**src/rtl/fp_pkg.sv**
```systemverilog
// fp_pkg: shared widths and FSM encoding for the sequential single-precision adder.
package fp_pkg;
    localparam int EXP_W   = 8;
    localparam int MAN_W   = 23;
    localparam int EXP_MAX = 255;
    localparam int SUM_W   = MAN_W + 2;
    typedef enum logic [2:0] {IDLE, ALIGN, ADD, NORM, DONE} state_t;
endpackage

```
**src/rtl/fp_align_shift.sv**
```systemverilog
// fp_align_shift: one-cycle right barrel shift of a 24-bit mantissa; shifts of 24 or more yield zero.
module fp_align_shift
    import fp_pkg::*;
(
    input  logic [MAN_W:0]   mant,
    input  logic [EXP_W-1:0] amt,
    output logic [MAN_W:0]   shifted
);
    assign shifted = (amt > EXP_W'(MAN_W)) ? '0 : mant >> amt;
endmodule

```
**src/rtl/fp_add_seq.sv**
```systemverilog
// fp_add_seq: multi-cycle IEEE-754 single adder (truncating, no denormals, no NaN/Inf handling).
// NORM shifts left one bit per cycle, so latency grows with cancellation depth.
module fp_add_seq
    import fp_pkg::*;
(
    input  logic        clk,
    input  logic        reset,
    input  logic        start,
    input  logic [31:0] a,
    input  logic [31:0] b,
    output logic        busy,
    output logic        done,
    output logic [31:0] result,
    output logic        ovf
);
    state_t             state;
    logic [31:0]        op_a, op_b;
    logic [EXP_W-1:0]   ea, eb, big_e, small_e, exp_r;
    logic [MAN_W:0]     ma, mb, big_m, small_m, shifted, m_big, m_small;
    logic [SUM_W-1:0]   sum;
    logic               a_big, sign_r, sign_eq;

    // exp=0 operands are zero: no hidden one
    assign ea      = op_a[30:23];
    assign eb      = op_b[30:23];
    assign ma      = (ea == '0) ? '0 : {1'b1, op_a[22:0]};
    assign mb      = (eb == '0) ? '0 : {1'b1, op_b[22:0]};
    assign a_big   = {ea, ma} >= {eb, mb};
    assign big_e   = a_big ? ea : eb;
    assign small_e = a_big ? eb : ea;
    assign big_m   = a_big ? ma : mb;
    assign small_m = a_big ? mb : ma;
    assign busy    = (state != IDLE);

    fp_align_shift u_shift (
        .mant    (small_m),
        .amt     (big_e - small_e),
        .shifted (shifted)
    );

    always_ff @(posedge clk or negedge reset) begin
        if (!reset) begin
            state   <= IDLE;
            op_a    <= '0;
            op_b    <= '0;
            m_big   <= '0;
            m_small <= '0;
            exp_r   <= '0;
            sign_r  <= 1'b0;
            sign_eq <= 1'b0;
            sum     <= '0;
            result  <= '0;
            ovf     <= 1'b0;
            done    <= 1'b0;
        end else begin
            done <= 1'b0;
            case (state)
                IDLE: if (start) begin
                    op_a  <= a;
                    op_b  <= b;
                    state <= ALIGN;
                end
                ALIGN: begin
                    m_big   <= big_m;
                    m_small <= shifted;
                    exp_r   <= big_e;
                    sign_r  <= a_big ? op_a[31] : op_b[31];
                    sign_eq <= (op_a[31] == op_b[31]);
                    state   <= ADD;
                end
                ADD: begin
                    sum   <= sign_eq ? {1'b0, m_big} + {1'b0, m_small} : {1'b0, m_big} - {1'b0, m_small};
                    state <= NORM;
                end
                NORM: begin
                    if (sum == '0) begin
                        {result, ovf} <= {32'h0, 1'b0};
                        done          <= 1'b1;
                        state         <= DONE;
                    end else if (sum[MAN_W+1]) begin
                        {result, ovf} <= (exp_r >= EXP_W'(EXP_MAX - 1)) ? {sign_r, 8'hFF, 23'h0, 1'b1}
                                                                        : {sign_r, exp_r + 8'd1, sum[MAN_W:1], 1'b0};
                        done          <= 1'b1;
                        state         <= DONE;
                    end else if (sum[MAN_W]) begin
                        {result, ovf} <= (exp_r == EXP_W'(EXP_MAX)) ? {sign_r, 8'hFF, 23'h0, 1'b1}
                                                                    : {sign_r, exp_r, sum[MAN_W-1:0], 1'b0};
                        done          <= 1'b1;
                        state         <= DONE;
                    end else if (exp_r <= 8'd1) begin
                        {result, ovf} <= {32'h0, 1'b0};
                        done          <= 1'b1;
                        state         <= DONE;
                    end else begin
                        sum   <= sum << 1;
                        exp_r <= exp_r - 8'd1;
                    end
                end
                DONE:    state <= IDLE;
                default: state <= IDLE;
            endcase
        end
    end
endmodule

```
**config.mk**
```make
export PLATFORM = sky130hd
export DESIGN_NAME = fp_add_seq
export DESIGN_NICKNAME = d
export VERILOG_FILES = /design/src/rtl/fp_pkg.sv /design/src/rtl/fp_align_shift.sv /design/src/rtl/fp_add_seq.sv
export SDC_FILE = /design/constraint.sdc
export NUM_CORES = 1
export LEC_CHECK = 0
export CAP_MARGIN = 10
export CORE_ASPECT_RATIO = 0.8
export CORE_UTILIZATION = 45
export CTS_BUF_LIST = sky130_fd_sc_hd__clkbuf_4 sky130_fd_sc_hd__clkbuf_8 sky130_fd_sc_hd__clkbuf_16
export DETAILED_ROUTE_END_ITERATION = 10
export PLACE_DENSITY = 0.61
export SLEW_MARGIN = 5
export SYNTH_ARGS = -nofsm -noshare
export SYNTH_HDL_FRONTEND = slang
export SYNTH_SLANG_ARGS = --single-unit
```
**constraint.sdc**
```tcl
create_clock -name clk -period 13.5 [get_ports clk]
set_input_delay 2.025 -clock clk [delete_from_list [all_inputs] [get_ports clk]]
set_output_delay 2.025 -clock clk [all_outputs]
set_load 0.02 [all_outputs]
```
# [Word level (Yosys, flattened, before mapping)]
# Index checks and enable logic that the tools add are counted.
[totals] reg_bits=184 word_cells=90
[op_classes] n_addsub=5 magnitude_cmp=4 eq_ne=11 shifts=1 n_mux=40 n_reduce_logical=15
[ops] cell="2-to-1 mux 32 bit" count=6
[ops] cell="2-to-1 mux 24 bit" count=7
[ops] cell="2-to-1 mux 25 bit" count=3
[ops] cell="one-hot mux 25 bit (2 select lines)" count=1
[ops] cell="2-to-1 mux 8 bit" count=6
[ops] cell="greater-or-equal comparator 32 bit" count=1
[ops] cell="adder 24 x 24 -> 25 bit" count=1
[ops] cell="zero test 25 bit" count=1
[ops] cell="subtractor 24 x 24 -> 25 bit" count=1
[ops] cell="right shift 24 x 8 -> 24 bit" count=1
[ops] cell="zero test 8 bit" count=2
[ops] cell="one-hot mux 8 bit (2 select lines)" count=1
[ops] cell="2-to-1 mux 3 bit" count=5
[ops] cell="one-hot mux 3 bit (4 select lines)" count=1
[ops] cell="2-to-1 mux 1 bit" count=10
[ops] cell="!= test 2 bit (second input constant)" count=5
[ops] cell="AND reduction 5 bit" count=2
[ops] cell="adder 8 x 1 -> 8 bit (second input constant)" count=1
[ops] cell="equality test 8 bit (second input constant)" count=1
[ops] cell="greater-or-equal comparator 8 bit (second input constant)" count=1
[ops] cell="> comparator 8 x 5 -> 1 bit (second input constant)" count=1
[ops] cell="less-or-equal comparator 8 x 1 -> 1 bit (second input constant)" count=1
[ops] cell="AND reduction 2 bit" count=4
[ops] cell="subtractor 8 x 1 -> 8 bit (second input constant)" count=1
[ops] cell="10 further kinds" count=12

# [Depth between registers and ports, before layout]
[depth] ltp_word=7 depth_mapped=26 depth_no_buf=21

# [Cells and area by module]
# A second synthesis with hierarchy kept.
[unflattened] cells_unflattened=1429 hier_area_um2=12265.5
[by_module_without_submodules] mod="fp_add_seq" n_inst=1 cells_each=1248 area_each_um2=10970.5 seq_area_each_um2=4604.4
[by_module_without_submodules] mod="fp_align_shift" n_inst=1 cells_each=181 area_each_um2=1295.0 seq_area_each_um2=0.0

# [Worst setup path after synthesis]
# No wires, ideal clock.
[synth_path] path_type="register to register" start="register op_a[27]" end="register m_small[8]" setup_ps=127 arrival_time_ps=5608 required_ps=13373 path_slack_ps=7764 stages_incl_launch_ff=24 synth_period_minus_slack_ps=5736 cell_sequence="dfrtp_1 nor4_1 nand2_1 clkbuf_1 nand2_1 inv_1 ha_1 a211o_1 a21oi_1 o221ai_1 a211o_4 nor2_4 buf_4 buf_2 clkbuf_1 a21oi_1 ha_1 clkbuf_1 mux4_2 mux2_2 mux2_2 o211ai_1 a2bb2oi_1 o21ai_0"
[synth_via] elab_chain_len=7 word_cells_on_any_way=10 cone_classes="add/sub (1); order compare (2); shift (1); mux (5); reduce/logical (1)"
[synth_rtl] element="start, declared" line="fp_add_seq.sv:17" rtl="logic [31:0] op_a, op_b;"
[synth_rtl] element="start signal, assigned" line="fp_add_seq.sv:44" rtl="op_a <= '0;"
[synth_rtl] element="start signal, assigned" line="fp_add_seq.sv:59" rtl="op_a <= a;"
[synth_rtl] element="zero test 8 bit" line="fp_add_seq.sv:26" rtl="assign ma = (ea == '0) ? '0 : {1'b1, op_a[22:0]};"
[synth_rtl] element="2-to-1 mux 24 bit" line="fp_add_seq.sv:26"
[synth_rtl] element="greater-or-equal comparator 32 bit" line="fp_add_seq.sv:28" rtl="assign a_big = {ea, ma} >= {eb, mb};"
[synth_rtl] element="2-to-1 mux 8 bit, on equally long branches" line="fp_add_seq.sv:29, fp_add_seq.sv:30"
[synth_rtl] element="subtractor 8 bit" line="fp_add_seq.sv:37" rtl=".amt (big_e - small_e),"
[synth_rtl] element="right shift 24 x 8 -> 24 bit or > comparator 8 x 5 -> 1 bit (tied branches)" line="fp_align_shift.sv:9" rtl="assign shifted = (amt > EXP_W'(MAN_W)) ? '0 : mant >> amt;"
[synth_rtl] element="2-to-1 mux 24 bit *" line="fp_align_shift.sv:9"
[synth_rtl] element="end signal, assigned" line="fp_add_seq.sv:65" rtl="m_small <= shifted;"
[synth_rtl] element="end, declared" line="fp_add_seq.sv:19" rtl="logic [MAN_W:0] ma, mb, big_m, small_m, shifted, m_big, m_small;"
# Mark *: on every way between the ends. The rest lies on a longest branch, timed or not.
# A chain may end at the register's enable or synchronous reset.

# [Worst setup path in the final report]
[layout_path] start="register op_a[27]" end="register m_small[2]"
# Same word-level chain as after synthesis.

==> results.txt <==
Status -> completed
Layout cell share with drive strength beyond 1 -> 11.6%
CP Class -> reg -> reg
Distinct cells, synth -> 91
Core area -> 27,300 um^2
Clock Pin Slew Worst Setup and Hold Paths -> 0.07 ns
Area grow syn2layout -> 14.9%
CTS Sinks -> 184
Total grt overflow -> 0
Vias per cell -> 5.87
Final setup violation count -> 0
#FFs+latches synth -> 184
Number of global-route vias before repair -> 10,000
Unrepaired setup endpoints after global routing -> false
First-pass GRT wire length -> 55,900 um
Clk_skew -> 0.0116 ns
First-pass DRT Iterations -> 5
Worst min path class -> reg -> reg
Final Hold Fails -> 0
CTS tree -> done
Num rows -> 54
Min Tclk post-route -> 6.45 ns
# hold bufs at CTS -> 0
Effective utilization at floorplan -> 45.9%
Final HPWL DP -> 25,700 um
DRC violations left -> 0
Share of flip-flops with an asynchronous set or reset -> 100%
CTS root buf -> clkbuf_16
Die ar. -> 28,500 um^2
Via count -> 10,600
Post-DRT Antenna Nets -> 0
CTS resizes -> 0
Syn Inst Count -> 1,375
Post-synthesis net count -> 1,505
Synthesized area -> 12,500 um^2
1st-iter DRT viols -> 893
Die height -> 151 um
Post-synth EDFFs -> 0
Syn_area_per_cell -> 9.11 um^2
Overall Global Routing Usage -> 25.0%
H-tree levels -> 4
Clk Latency, worst-skew pair -> 0.45 ns
Final TNS setup -> 0 ns
Clock Path Buffers -> 2
Area leader, netlist -> dfrtp_1
Routed wire length -> 34,100 um
Top-Level Pins -> 102
Most common flop cell mapped by yosys -> dfrtp_1
Critical Path RT -> 13.88 ns
Yosys Warn Count -> 0
CTS buffer count -> 17
Maximum clock frequency -> 0.155 GHz
Critical Path AT -> 6.83 ns
Port-buffer cells -> 101
Top post-synthesis cells by area -> dfrtp_1 37%, ha_1 6.2%, mux2_2 5.3%
Type of element capturing the critical path -> flop
Fin crit share -> 47.8%
Yosys top cell area share -> 36.7%
Average wire per standard cell -> 18.9 um
Sequential share of the synthesized area -> 36.7%
Placed inst area -> 13,800 um^2
Ant diodes -> 0
Slew HR -> 27.8%
Worst-margin pin slew -> 1.08 ns
Final nets -> 1,560
Crit-path max FO -> 35
RePlAce Congestion -> 0.916
Post-CTS Setup Bufs -> 0
Final Instance Area -> 14,400 um^2
Max-slew violation count -> 0
Crit path launch type -> flop
Largest net degree at the start of global routing -> 81
Initial antenna violation count -> 0
Die width -> 189 um
Max-Cap Viols -> 0
-- worst max-delay path: stages, from the launching register on --
cell and delay [ns]:
dfrtp_1 0.47, nor4_1 0.34, nand2_1 0.08, buf_4 0.24
and2_1 0.23, ha_1 0.31, a211oi_1 0.19, o21ai_0 0.13
a21oi_1 0.39, o31ai_1 0.25, o21a_4 0.31, nor2_4 0.75
a21oi_1 0.14, ha_1 0.84, inv_2 0.28, mux4_2 0.51
mux2i_1 0.20, mux2i_1 0.13, mux2_2 0.28, nor3_1 0.14
a221o_1 0.14
-- cell type report --
class                      count  area, um^2
inverter                      56         210
clock inverter                15         189
tap                          364         455
timing repair buffer         116        1120
sequential                   184        4600
fill                        2537       12900
clock buffer                  17         425
multi-input combinational   1055        7390
-- cell usage after synthesis, types with 4 or more instances --
cell type and instances:
o31ai_2 4, nand2_1 169, a32oi_1 5, nor2b_1 11, a221oi_1 19, a22oi_1 27, nand4_1 5, xnor2_1 19
ha_1 62, buf_2 6, a21oi_1 85, o41ai_1 4, or2_2 4, a31oi_1 11, mux2_2 59, dfrtp_1 184
mux2i_1 35, o211ai_1 12, or3_1 5, mux4_2 20, a211o_1 4, clkbuf_1 60, a211oi_1 8, and2_1 10
nor3_1 26, buf_1 4, o221ai_1 4, o31ai_1 8, and3_1 5, buf_6 5, nand2b_1 5, nor2_1 141
o21a_1 9, buf_4 5, xor2_1 27, inv_1 54, a32o_1 4, a22o_1 4, nor4_1 16, o21ai_1 7
o22a_1 4, o21ai_0 110, nand3_1 28, a21o_1 10
-- sequential cells by signal (all words and copies together), names as in the netlist --
register	cells
done	1
exp_r	8
m_big	24
m_small	24
op_a	32
op_b	32
ovf	1
result	32
sign_eq	1
sign_r	1
state	3
sum	25
-- layout by cell type (no fill, tap or decap), types with 16 or more instances in the layout --
cell type,count
clkdlybuf4s50_1,100
xor2_1,27
nor4_1,16
a221oi_1,19
a22oi_1,27
dfrtp_1,184
mux2i_1,35
clkbuf_16,17
mux2_2,59
nor2_1,141
xnor2_1,18
ha_1,62
nand3_1,27
nand2_1,169
a21oi_1,85
mux4_2,20
o21ai_0,110
inv_1,54
nor3_1,25
-- through the flow --
stage | setup slack (ns) | std cells | utilization (%) | hold slack [ns]
2_1_floorplan | 7.76 | 1375 | - | 0.456
3_3_place_gp | 7.24 | 1775 | 50.5 | 0.458
3_5_place_dp | 7.17 | 1775 | 50.5 | 0.459
4_1_cts | 7.13 | 1807 | 52.7 | 0.477
5_1_grt | 6.68 | 1807 | 52.7 | 0.503
6_report | 7.05 | 1807 | 52.7 | 0.470
-- path summary, 6_finish.rpt --
check | startpoint | slack, ns | depth (start not counted) | endpoint
max | op_a[27] | 7.05 | 20 | m_small[2]
min | result[22] | 0.47 | 2 | result[22]
max reg2reg | op_a[27] | 7.05 | 20 | m_small[2]
min reg2reg | result[22] | 0.47 | 2 | result[22]
max in group asynchronous | reset | 10.65 | 2 | sum[16]
min in group asynchronous | reset | 1.47 | 1 | op_b[21]
-- logic make-up after synthesis --
family | after synthesis | share of synthesized area [%]
buf+inv | 136 | 4.58
compound gates | 372 | 19.5
flops | 184 | 36.7
fa+ha+maj | 63 | 6.35
xor+xnor | 48 | 3.56
mux | 121 | 12.8
simple gates | 451 | 16.5
-- layer usage --
metal | vias to the layer above | wire, um | global-route usage, % | share of wire, %
met1 | 5153 | 17100 | 38.4 | 50
met4 | 0 | 446 | 6.09 | 1.3
li1 | 5105 | - | - | -
met5 | - | 0 | 0 | 0
met3 | 28 | 2130 | 4.31 | 6.2
met2 | 318 | 14500 | 36.0 | 42
Power is not shown: default switching activity piles up to over one toggle a cycle in this logic, so the estimate is an artifact.
